File: config.mk
export PLATFORM = sky130hd
export DESIGN_NAME = sifh_hist_readout_flat
export DESIGN_NICKNAME = d
export VERILOG_FILES = /design/src/rtl/sifh_pkg.sv /design/src/rtl/sifh_hist_readout_if.sv /design/src/rtl/sifh_peak_tracker.sv /design/src/rtl/sifh_hist_readout.sv /design/src/flat_wrapper.sv
export SDC_FILE = /design/constraint.sdc
export NUM_CORES = 1
export LEC_CHECK = 0
export CAP_MARGIN = 20
export CORE_MARGIN = 1
export CORE_UTILIZATION = 48
export CTS_BUF_LIST = sky130_fd_sc_hd__clkbuf_8
export DETAILED_ROUTE_END_ITERATION = 16
export GPL_ROUTABILITY_DRIVEN = 0
export GPL_TIMING_DRIVEN = 1
export PLACE_DENSITY = 0.83
export SLEW_MARGIN = 30
export SYNTH_ARGS = -nofsm -noshare
export SYNTH_HDL_FRONTEND = slang
export SYNTH_HIERARCHICAL = 1
export SYNTH_SLANG_ARGS = --single-unit
File: constraint.sdc
create_clock -name clk -period 3 [get_ports clk]
set_input_delay 0.6 -clock clk [delete_from_list [all_inputs] [get_ports clk]]
set_output_delay 0.6 -clock clk [all_outputs]
set_load 0.1 [all_outputs]
File: src/rtl/sifh_pkg.sv
// Shared constants and readout state encodings for the SiFH histogram readout.
package sifh_pkg;

    localparam int PEAK_MAX  = 8;
    localparam int BIN_NUM   = 64;
    localparam int BIN_W     = 6;
    localparam int PIXEL_NUM = 4;
    localparam int PIX_W     = 2;
    localparam int RAM_ADDR  = PIX_W + BIN_W;

    typedef enum logic [2:0] {
        IDLE = 3'd0,
        READ = 3'd1,
        LAST = 3'd2,
        EMIT = 3'd3,
        FIN  = 3'd4
    } readState_t;

endpackage

File: src/rtl/sifh_hist_readout_if.sv
// Peak result stream: valid/ready handshake carrying {pixel, bin, count}.
interface sifh_hist_readout_if;
    import sifh_pkg::*;

    logic                peakValid;
    logic                peakReady;
    logic [PIX_W-1:0]    peakPixel;
    logic [BIN_W-1:0]    peakBin;
    logic [PEAK_MAX-1:0] peakCount;

    modport master (
        output peakValid, peakPixel, peakBin, peakCount,
        input  peakReady
    );

    modport slave (
        input  peakValid, peakPixel, peakBin, peakCount,
        output peakReady
    );

endinterface

File: src/rtl/sifh_peak_tracker.sv
// Running maximum over one pixel's bins; ties keep the earliest (lowest) bin.
module sifh_peak_tracker
    import sifh_pkg::*;
(
    input  logic                clk,
    input  logic                res,
    input  logic                first,
    input  logic                valid,
    input  logic [PEAK_MAX-1:0] data,
    input  logic [BIN_W-1:0]    binTag,
    output logic [PEAK_MAX-1:0] maxCount,
    output logic [BIN_W-1:0]    maxBin
);

    // First sample of a pixel reloads the tracker; later samples win only on a strictly larger count.
    always_ff @(posedge clk or negedge res) begin
        if (!res) begin
            maxCount <= '0;
            maxBin   <= '0;
        end else if (valid && (first || (data > maxCount))) begin
            maxCount <= data;
            maxBin   <= first ? '0 : binTag;
        end
    end

endmodule

File: src/rtl/sifh_hist_readout.sv
// SiFH histogram readout: scans every bin of every pixel from SRAM port B, streams
// the per-pixel peak, then pulses done.
// Optional build macro SIFH_CLEAR_ON_READ_EN: zero each bin through port A once read.
//
// state | meaning
// IDLE  | waiting for start
// READ  | issuing one bin read per cycle for the current pixel
// LAST  | no read issued; final bin's data is being captured
// EMIT  | peak result held on the stream until accepted
// FIN   | one-cycle done pulse
module sifh_hist_readout
    import sifh_pkg::*;
(
    input  logic                clk,
    input  logic                res,
    input  logic                start,
    output logic                busy,
    output logic                done,
    output logic [RAM_ADDR-1:0] raddr,
    output logic                rEnable,
    input  logic [PEAK_MAX-1:0] counts,
    output logic [RAM_ADDR-1:0] waddr,
    output logic                wEnable,
    output logic [PEAK_MAX-1:0] newCounts,
    sifh_hist_readout_if.master peak
);

    readState_t          state;
    readState_t          stateNext;
    logic [PIX_W-1:0]    pixel;
    logic [BIN_W-1:0]    bin;
    logic                tagValid;
    logic [BIN_W-1:0]    tagBin;
    logic                lastBin;
    logic                lastPixel;
    logic                handshake;
    logic [PEAK_MAX-1:0] maxCount;
    logic [BIN_W-1:0]    maxBin;

    assign lastBin   = (bin == BIN_W'(BIN_NUM - 1));
    assign lastPixel = (pixel == PIX_W'(PIXEL_NUM - 1));
    assign handshake = (state == EMIT) && peak.peakReady;

    // State register.
    always_ff @(posedge clk or negedge res) begin
        if (!res) begin
            state <= IDLE;
        end else begin
            state <= stateNext;
        end
    end

    // Next-state decode and state-derived outputs.
    always_comb begin
        stateNext      = state;
        busy           = 1'b0;
        done           = 1'b0;
        rEnable        = 1'b1;
        raddr          = '0;
        peak.peakValid = 1'b0;
        unique case (state)
            IDLE: begin
                if (start) stateNext = READ;
            end
            READ: begin
                busy    = 1'b1;
                rEnable = 1'b0;
                raddr   = {pixel, bin};
                if (lastBin) stateNext = LAST;
            end
            LAST: begin
                busy      = 1'b1;
                stateNext = EMIT;
            end
            EMIT: begin
                busy           = 1'b1;
                peak.peakValid = 1'b1;
                if (handshake) stateNext = lastPixel ? FIN : READ;
            end
            FIN: begin
                done      = 1'b1;
                stateNext = IDLE;
            end
            default: stateNext = IDLE;
        endcase
    end

    // Pixel/bin address counters; the bin counter wraps to 0 naturally after the last bin.
    always_ff @(posedge clk or negedge res) begin
        if (!res) begin
            pixel <= '0;
            bin   <= '0;
        end else if (state == IDLE) begin
            if (start) begin
                pixel <= '0;
                bin   <= '0;
            end
        end else if (state == READ) begin
            bin <= bin + 1'b1;
        end else if (handshake && !lastPixel) begin
            pixel <= pixel + 1'b1;
        end
    end

    // One-cycle delayed tag so each counts word is paired with the bin that produced it.
    always_ff @(posedge clk or negedge res) begin
        if (!res) begin
            tagValid <= 1'b0;
            tagBin   <= '0;
        end else begin
            tagValid <= (state == READ);
            tagBin   <= bin;
        end
    end

    sifh_peak_tracker u_tracker (
        .clk      (clk),
        .res      (res),
        .first    (tagValid && (tagBin == '0)),
        .valid    (tagValid),
        .data     (counts),
        .binTag   (tagBin),
        .maxCount (maxCount),
        .maxBin   (maxBin)
    );

    assign peak.peakPixel = pixel;
    assign peak.peakBin   = maxBin;
    assign peak.peakCount = maxCount;

`ifdef SIFH_CLEAR_ON_READ_EN
    logic [PIX_W-1:0] tagPixel;

    // Pixel half of the delayed tag, used only to address the clear write.
    always_ff @(posedge clk or negedge res) begin
        if (!res) begin
            tagPixel <= '0;
        end else begin
            tagPixel <= pixel;
        end
    end

    // Clear the word whose data is captured this cycle; it has already been read.
    assign wEnable   = tagValid;
    assign waddr     = tagValid ? {tagPixel, tagBin} : '0;
    assign newCounts = '0;
`else
    assign wEnable   = 1'b0;
    assign waddr     = '0;
    assign newCounts = '0;
`endif

endmodule
File: src/flat_wrapper.sv
// flat-port wrapper written by rule: the top's interface ports become plain ports
module sifh_hist_readout_flat import sifh_pkg::*;
  (clk, res, start, busy, done, raddr, rEnable, counts, waddr, wEnable, newCounts, peak_peakValid, peak_peakPixel, peak_peakBin, peak_peakCount, peak_peakReady);
  sifh_hist_readout_if peak_i ();
  input  logic clk;
  input  logic res;
  input  logic start;
  output logic busy;
  output logic done;
  output logic [RAM_ADDR-1:0] raddr;
  output logic rEnable;
  input  logic [PEAK_MAX-1:0] counts;
  output logic [RAM_ADDR-1:0] waddr;
  output logic wEnable;
  output logic [PEAK_MAX-1:0] newCounts;
  output wire logic [$bits(peak_i.peakValid)-1:0] peak_peakValid;
  output wire logic [$bits(peak_i.peakPixel)-1:0] peak_peakPixel;
  output wire logic [$bits(peak_i.peakBin)-1:0] peak_peakBin;
  output wire logic [$bits(peak_i.peakCount)-1:0] peak_peakCount;
  input wire logic [$bits(peak_i.peakReady)-1:0] peak_peakReady;
  assign peak_peakValid = peak_i.peakValid;
  assign peak_peakPixel = peak_i.peakPixel;
  assign peak_peakBin = peak_i.peakBin;
  assign peak_peakCount = peak_i.peakCount;
  assign peak_i.peakReady = peak_peakReady;
  sifh_hist_readout u_core (.clk(clk), .res(res), .start(start), .busy(busy), .done(done), .raddr(raddr), .rEnable(rEnable), .counts(counts), .waddr(waddr), .wEnable(wEnable), .newCounts(newCounts), .peak(peak_i));
endmodule
==> flow_summary.yaml, run 1 <==
outcome:
  status: "complete, no violations"
sta:
  rsz0062_at_grt: "false"
  post-route-period-util_pct: 88.2
  setup_viol: 0
  finalHoldViolCount: 0
  fmax_mhz: 378
  drv_slew: 0
  slew_headroom_pct: 47.2
  hold_ws_ps: 455
  fin_crit_ps: 2650
  worst_pin_slew_ps: 785
  tns_ps: 0
  finClkSkew_ps: 6.19
final_layout:
  final_cell_area_um2: 2270
  final-instance-count-excl-fill: 250
  fin_nets: 225
  antenna_cells: 0
  final_layout_size_suffix_gt1_share_pct: 28.4
  areaGrowthSynthToFinish_pct: 27.5
clock_network:
  h-tree-depth: 2
  numCtsBuffers: 5
  cts_resized: 0
  cts_tree: "done"
  cts.sink_count: 32
  root_buffer: "clkbuf_8"
  clk_pin_slew_ps: 70
  clock_latency_ps: 290
  hold_buffers: 0
  cts_setup_buffers: 0
  cts_buffer_depth: 2
synth:
  synthDistinctLibCells: 46
  synth_edf_count: 0
  syn_area_per_cell_um2: 11.0
  synthCells: 161
  synth.top_cell.area_share_pct: 45.0
  synth_area_leader_cell: "dfrtp_1"
  synth.area.top_cells: "dfrtp_1 (45%), buf_4 (7.6%), ha_1 (7.0%)"
  yosys-top-cells-count: "dfrtp_1 (32), buf_4 (18), inv_1 (11), nor2_1 (11), ha_1 (10)"
  synth-seq-cells: 32
  yosysMostFrequentCell: "dfrtp_1"
  async_flop_share_pct: 100
  yosys_warnings: 6
  synth-main-ff-cell: "dfrtp_1"
  yosysSeqAreaShare_pct: 45.0
  netlist_area_um2: 1780
die:
  rows: 21
  dieArea_um2: 3950
  coreArea_um2: 3440
  fp.dieW_um: 62.9
  initial_utilization_pct: 51.7
  ios: 57
  die_h_um: 62.9
worst_setup_path:
  start_kind: "register"
  critical_path_arrival_ps: 2810
  cp.required_ps: 3170
  end_kind: "register"
  crit_type: "register to register"
  cp_max_fo: 7
detailed_routing:
  drt_iter0_drc: 32
  first_pass_iters: 5
  routed_wl_um: 3550
  drcViolationCount: 0
  avgRoutedWirePerCell_um: 14.2
  avgViaCountPerCell: 5.26
  detail-route-antenna-nets: 0
  num_vias: 1315
global_route:
  grt-ovfl-total: 0
  grt_pass1_wl_um: 5800
  grt_max_degree: 33
  track_usage_pct: 19.2
  grt_pass1_vias: 1246
  antenna_found_initial: 0
place:
  placed_area_um2: 2160
  dp_hpwl_um: 2560
  dp.cells: 242
  port_buffers: 39
flow_run:
  cap_violations: 0
min_path:
  min_path_type: "register to register"
[placed cells by master, fill, tap and decap left out, types with 2 or more instances in the layout]
cell and count:
a211oi_1 3, a21o_2 2, a21oi_1 2, a22o_1 6
and2_1 6, and4_2 2, buf_12 7, buf_4 22
clkbuf_8 5, clkdlybuf4s50_1 11, conb_1 17, dfrtp_1 32
ha_1 10, inv_1 11, mux2_2 8, mux2i_1 2
nand2_1 9, nand3_1 3, nand4_1 3, nor2_1 11
nor3_1 2, o21ai_2 2, or4b_1 2
[flip-flops by register name, summed over array words and instances (netlist names)]
register / cells
u_core/peak.peakPixel: 2
u_core/tagBin: 6
u_core/tagValid: 1
u_core/u_tracker/maxCount: 8
u_core/state: 3
u_core/bin: 6
u_core/u_tracker/maxBin: 6
[cell families after synthesis]
kind of cell	Yosys count	synth area share [%]
and+or+nand+nor	52	19.1
buffers and inverters	33	12.0
DFF	32	45.0
AOI/OAI and AO/OA	22	9.92
adders and majority gates	10	7.04
muxes	10	6.19
other	1	0.211
xor gates and xnor gates	1	0.493
[final timing paths]
path                            slack [ps]  cells after the start             start                           end
worst max-delay path                   350                      5  u_core/tagBin[2]  u_core/u_tracker/maxCount[4]
worst min-delay path                   450                      0     u_core/bin[5]              u_core/tagBin[5]
worst max register to register         350                      5  u_core/tagBin[2]  u_core/u_tracker/maxCount[4]
worst min register to register         450                      0     u_core/bin[5]              u_core/tagBin[5]
max in group asynchronous             2000                      2               res    u_core/u_tracker/maxBin[1]
min in group asynchronous              710                      2               res  u_core/u_tracker/maxCount[5]
[critical path: stages (launching register included)]
cell and delay [ps]:
dfrtp_1 380, or4b_1 540, nor4_1 610, nor3_2 150, a21oi_2 440, mux2_2 400
[final cells by class]
class	instances	area, um^2
tap	46	57.6
fill	272	1170
timing repair buffer	40	415
clock buffer	5	68.8
inverter	12	57.6
multi-input combinational	112	825
sequential	32	801
clock inverter	3	42.5
[through the flow]
| stage | util [%] | setup slack (ps) |
|---|---|---|
| 2_1_floorplan | - | 16.9 |
| 3_3_place_gp | 62.6 | 411 |
| 3_5_place_dp | 62.6 | 333 |
| 4_1_cts | 65.9 | 411 |
| 5_1_grt | 65.9 | 321 |
| 6_report | 65.9 | 353 |
[layer usage]
layer / vias up / share of wire (%) / GRT usage [%]
met5: - / 0 / 0
met4: 0 / 1.9 / 8.14
met3: 9 / 6.2 / 6.20
met2: 49 / 50 / 32.0
met1: 633 / 42 / 22.5
li1: 624 / - / -
Power of run 1 is left out: the tool's default activity adds up to more than one toggle a clock period on the data nets, which glitch-free logic cannot reach.
==> inputs of run 2 (changes only) <==
--- a/config.mk
+++ b/config.mk
@@ -12,7 +12,7 @@
 export DETAILED_ROUTE_END_ITERATION = 16
 export GPL_ROUTABILITY_DRIVEN = 0
 export GPL_TIMING_DRIVEN = 1
-export PLACE_DENSITY = 0.83
+export PLACE_DENSITY = 0.82
 export SLEW_MARGIN = 30
 export SYNTH_ARGS = -nofsm -noshare
 export SYNTH_HDL_FRONTEND = slang
==> flow_summary.yaml, run 2 (synthesized netlist as in run 1, its figures left out) <==
detailed_routing:
  drcViolationCount: 0
  detail-route-antenna-nets: 0
  first_pass_iters: 4
  routed_wl_um: 3320
  avgViaCountPerCell: 5.18
  avgRoutedWirePerCell_um: 13.3
  drt_iter0_drc: 15
  num_vias: 1294
sta:
  rsz0062_at_grt: "false"
  tns_ps: 0
  drv_slew: 0
  finClkSkew_ps: 3.04
  hold_ws_ps: 456
  slew_headroom_pct: 56.9
  setup_ws_ps: 475
  post-route-period-util_pct: 84.2
  setup_viol: 0
  worst_pin_slew_ps: 641
  finalHoldViolCount: 0
  fin_crit_ps: 2530
  fmax_mhz: 396
global_route:
  track_usage_pct: 18.3
  grt_pass1_vias: 1251
  grt-ovfl-total: 0
  grt_max_degree: 33
  grt_pass1_wl_um: 5600
  antenna_found_initial: 0
worst_setup_path:
  crit_type: "register to output port"
  critical_path_arrival_ps: 1930
  end_kind: "output port"
  start_kind: "register"
  startpoint: "u_core/state[2]"
  cp.required_ps: 2400
  cp_max_fo: 15
  r2r_start: "u_core/tagBin[2]"
place:
  dp_hpwl_um: 2600
  port_buffers: 39
  pre_cts_ws_ps: 357
final_layout:
  final_layout_size_suffix_gt1_share_pct: 28.4
  areaGrowthSynthToFinish_pct: 26.8
  mostFrequentLayoutCells: "dfrtp_1 (32), buf_4 (23), conb_1 (17)"
  antenna_cells: 0
  registers.top_by_ff_count: "u_core/u_tracker/maxCount"
  layout_commonest_cell: "dfrtp_1"
  final_core_util_pct: 65.5
  largest_register_ffs: 8
  fin_nets: 225
clock_network:
  numCtsBuffers: 5
  cts_buffer_depth: 2
  cts_resized: 0
  hold_buffers: 0
  root_buffer: "clkbuf_8"
  cts_setup_buffers: 0
  cts_tree: "done"
  clock_latency_ps: 280
  cts.sink_count: 32
  clk_pin_slew_ps: 70
  h-tree-depth: 2
die:
  rows: 21
  coreArea_um2: 3440
  initial_utilization_pct: 51.7
  die_h_um: 62.9
  ios: 57
  fp.dieW_um: 62.9
  dieArea_um2: 3950
min_path:
  min_path_type: "register to register"
  min_from: "u_core/bin[5]"
outcome:
  status: "complete, no violations"
flow_run:
  cap_violations: 0
==> run 2: changes by cell type in the layout (fill, tap and decap cells not counted) <==
cell,before,now
buf_4,22,23
buf_12,7,6
==> run 2: routing by layer <==
layer	vias to the layer above	global-route usage, %	share of wire [%]
li1	620	-	-
met1	622	19.5	41
met2	47	33.3	52
met3	5	5.84	5.7
met4	0	6.69	1.2
met5	-	0	0
==> run 2: final cells by class <==
cell class / instances / area, um^2
clock inverter: 3 / 42.5
tap: 46 / 57.6
fill: 252 / 1190
multi-input combinational: 112 / 825
timing repair buffer: 40 / 403
clock buffer: 5 / 68.8
inverter: 12 / 57.6
sequential: 32 / 801
==> run 2: final timing paths <==
kind	slack, ps	cells after the start	end
worst max-delay path	470	4	raddr[5]
worst min register to register	460	0	u_core/tagBin[5]
max in group asynchronous	2000	2	u_core/tagBin[3]
worst max register to register	540	5	u_core/u_tracker/maxCount[3]
min in group asynchronous	710	2	u_core/u_tracker/maxCount[5]
worst min-delay path	460	0	u_core/tagBin[5]
==> run 2: worst max-delay path: stages, from the launching register on <==
cell and delay, ps:
dfrtp_1 520, or3b_1 610, clkinv_8 130, and2_1 190
buf_12 190
==> run 2: per-stage QoR <==
| step | area (um^2) | cells |
|---|---|---|
| after CTS | 2250 | 250 |
| after floorplan | 1840 | 177 |
| after detailed placement | 2140 | 242 |
| after global routing | 2250 | 250 |
| after global placement | 2140 | 242 |
| final | 2250 | 250 |
Power of run 2 is left out for the same reason.
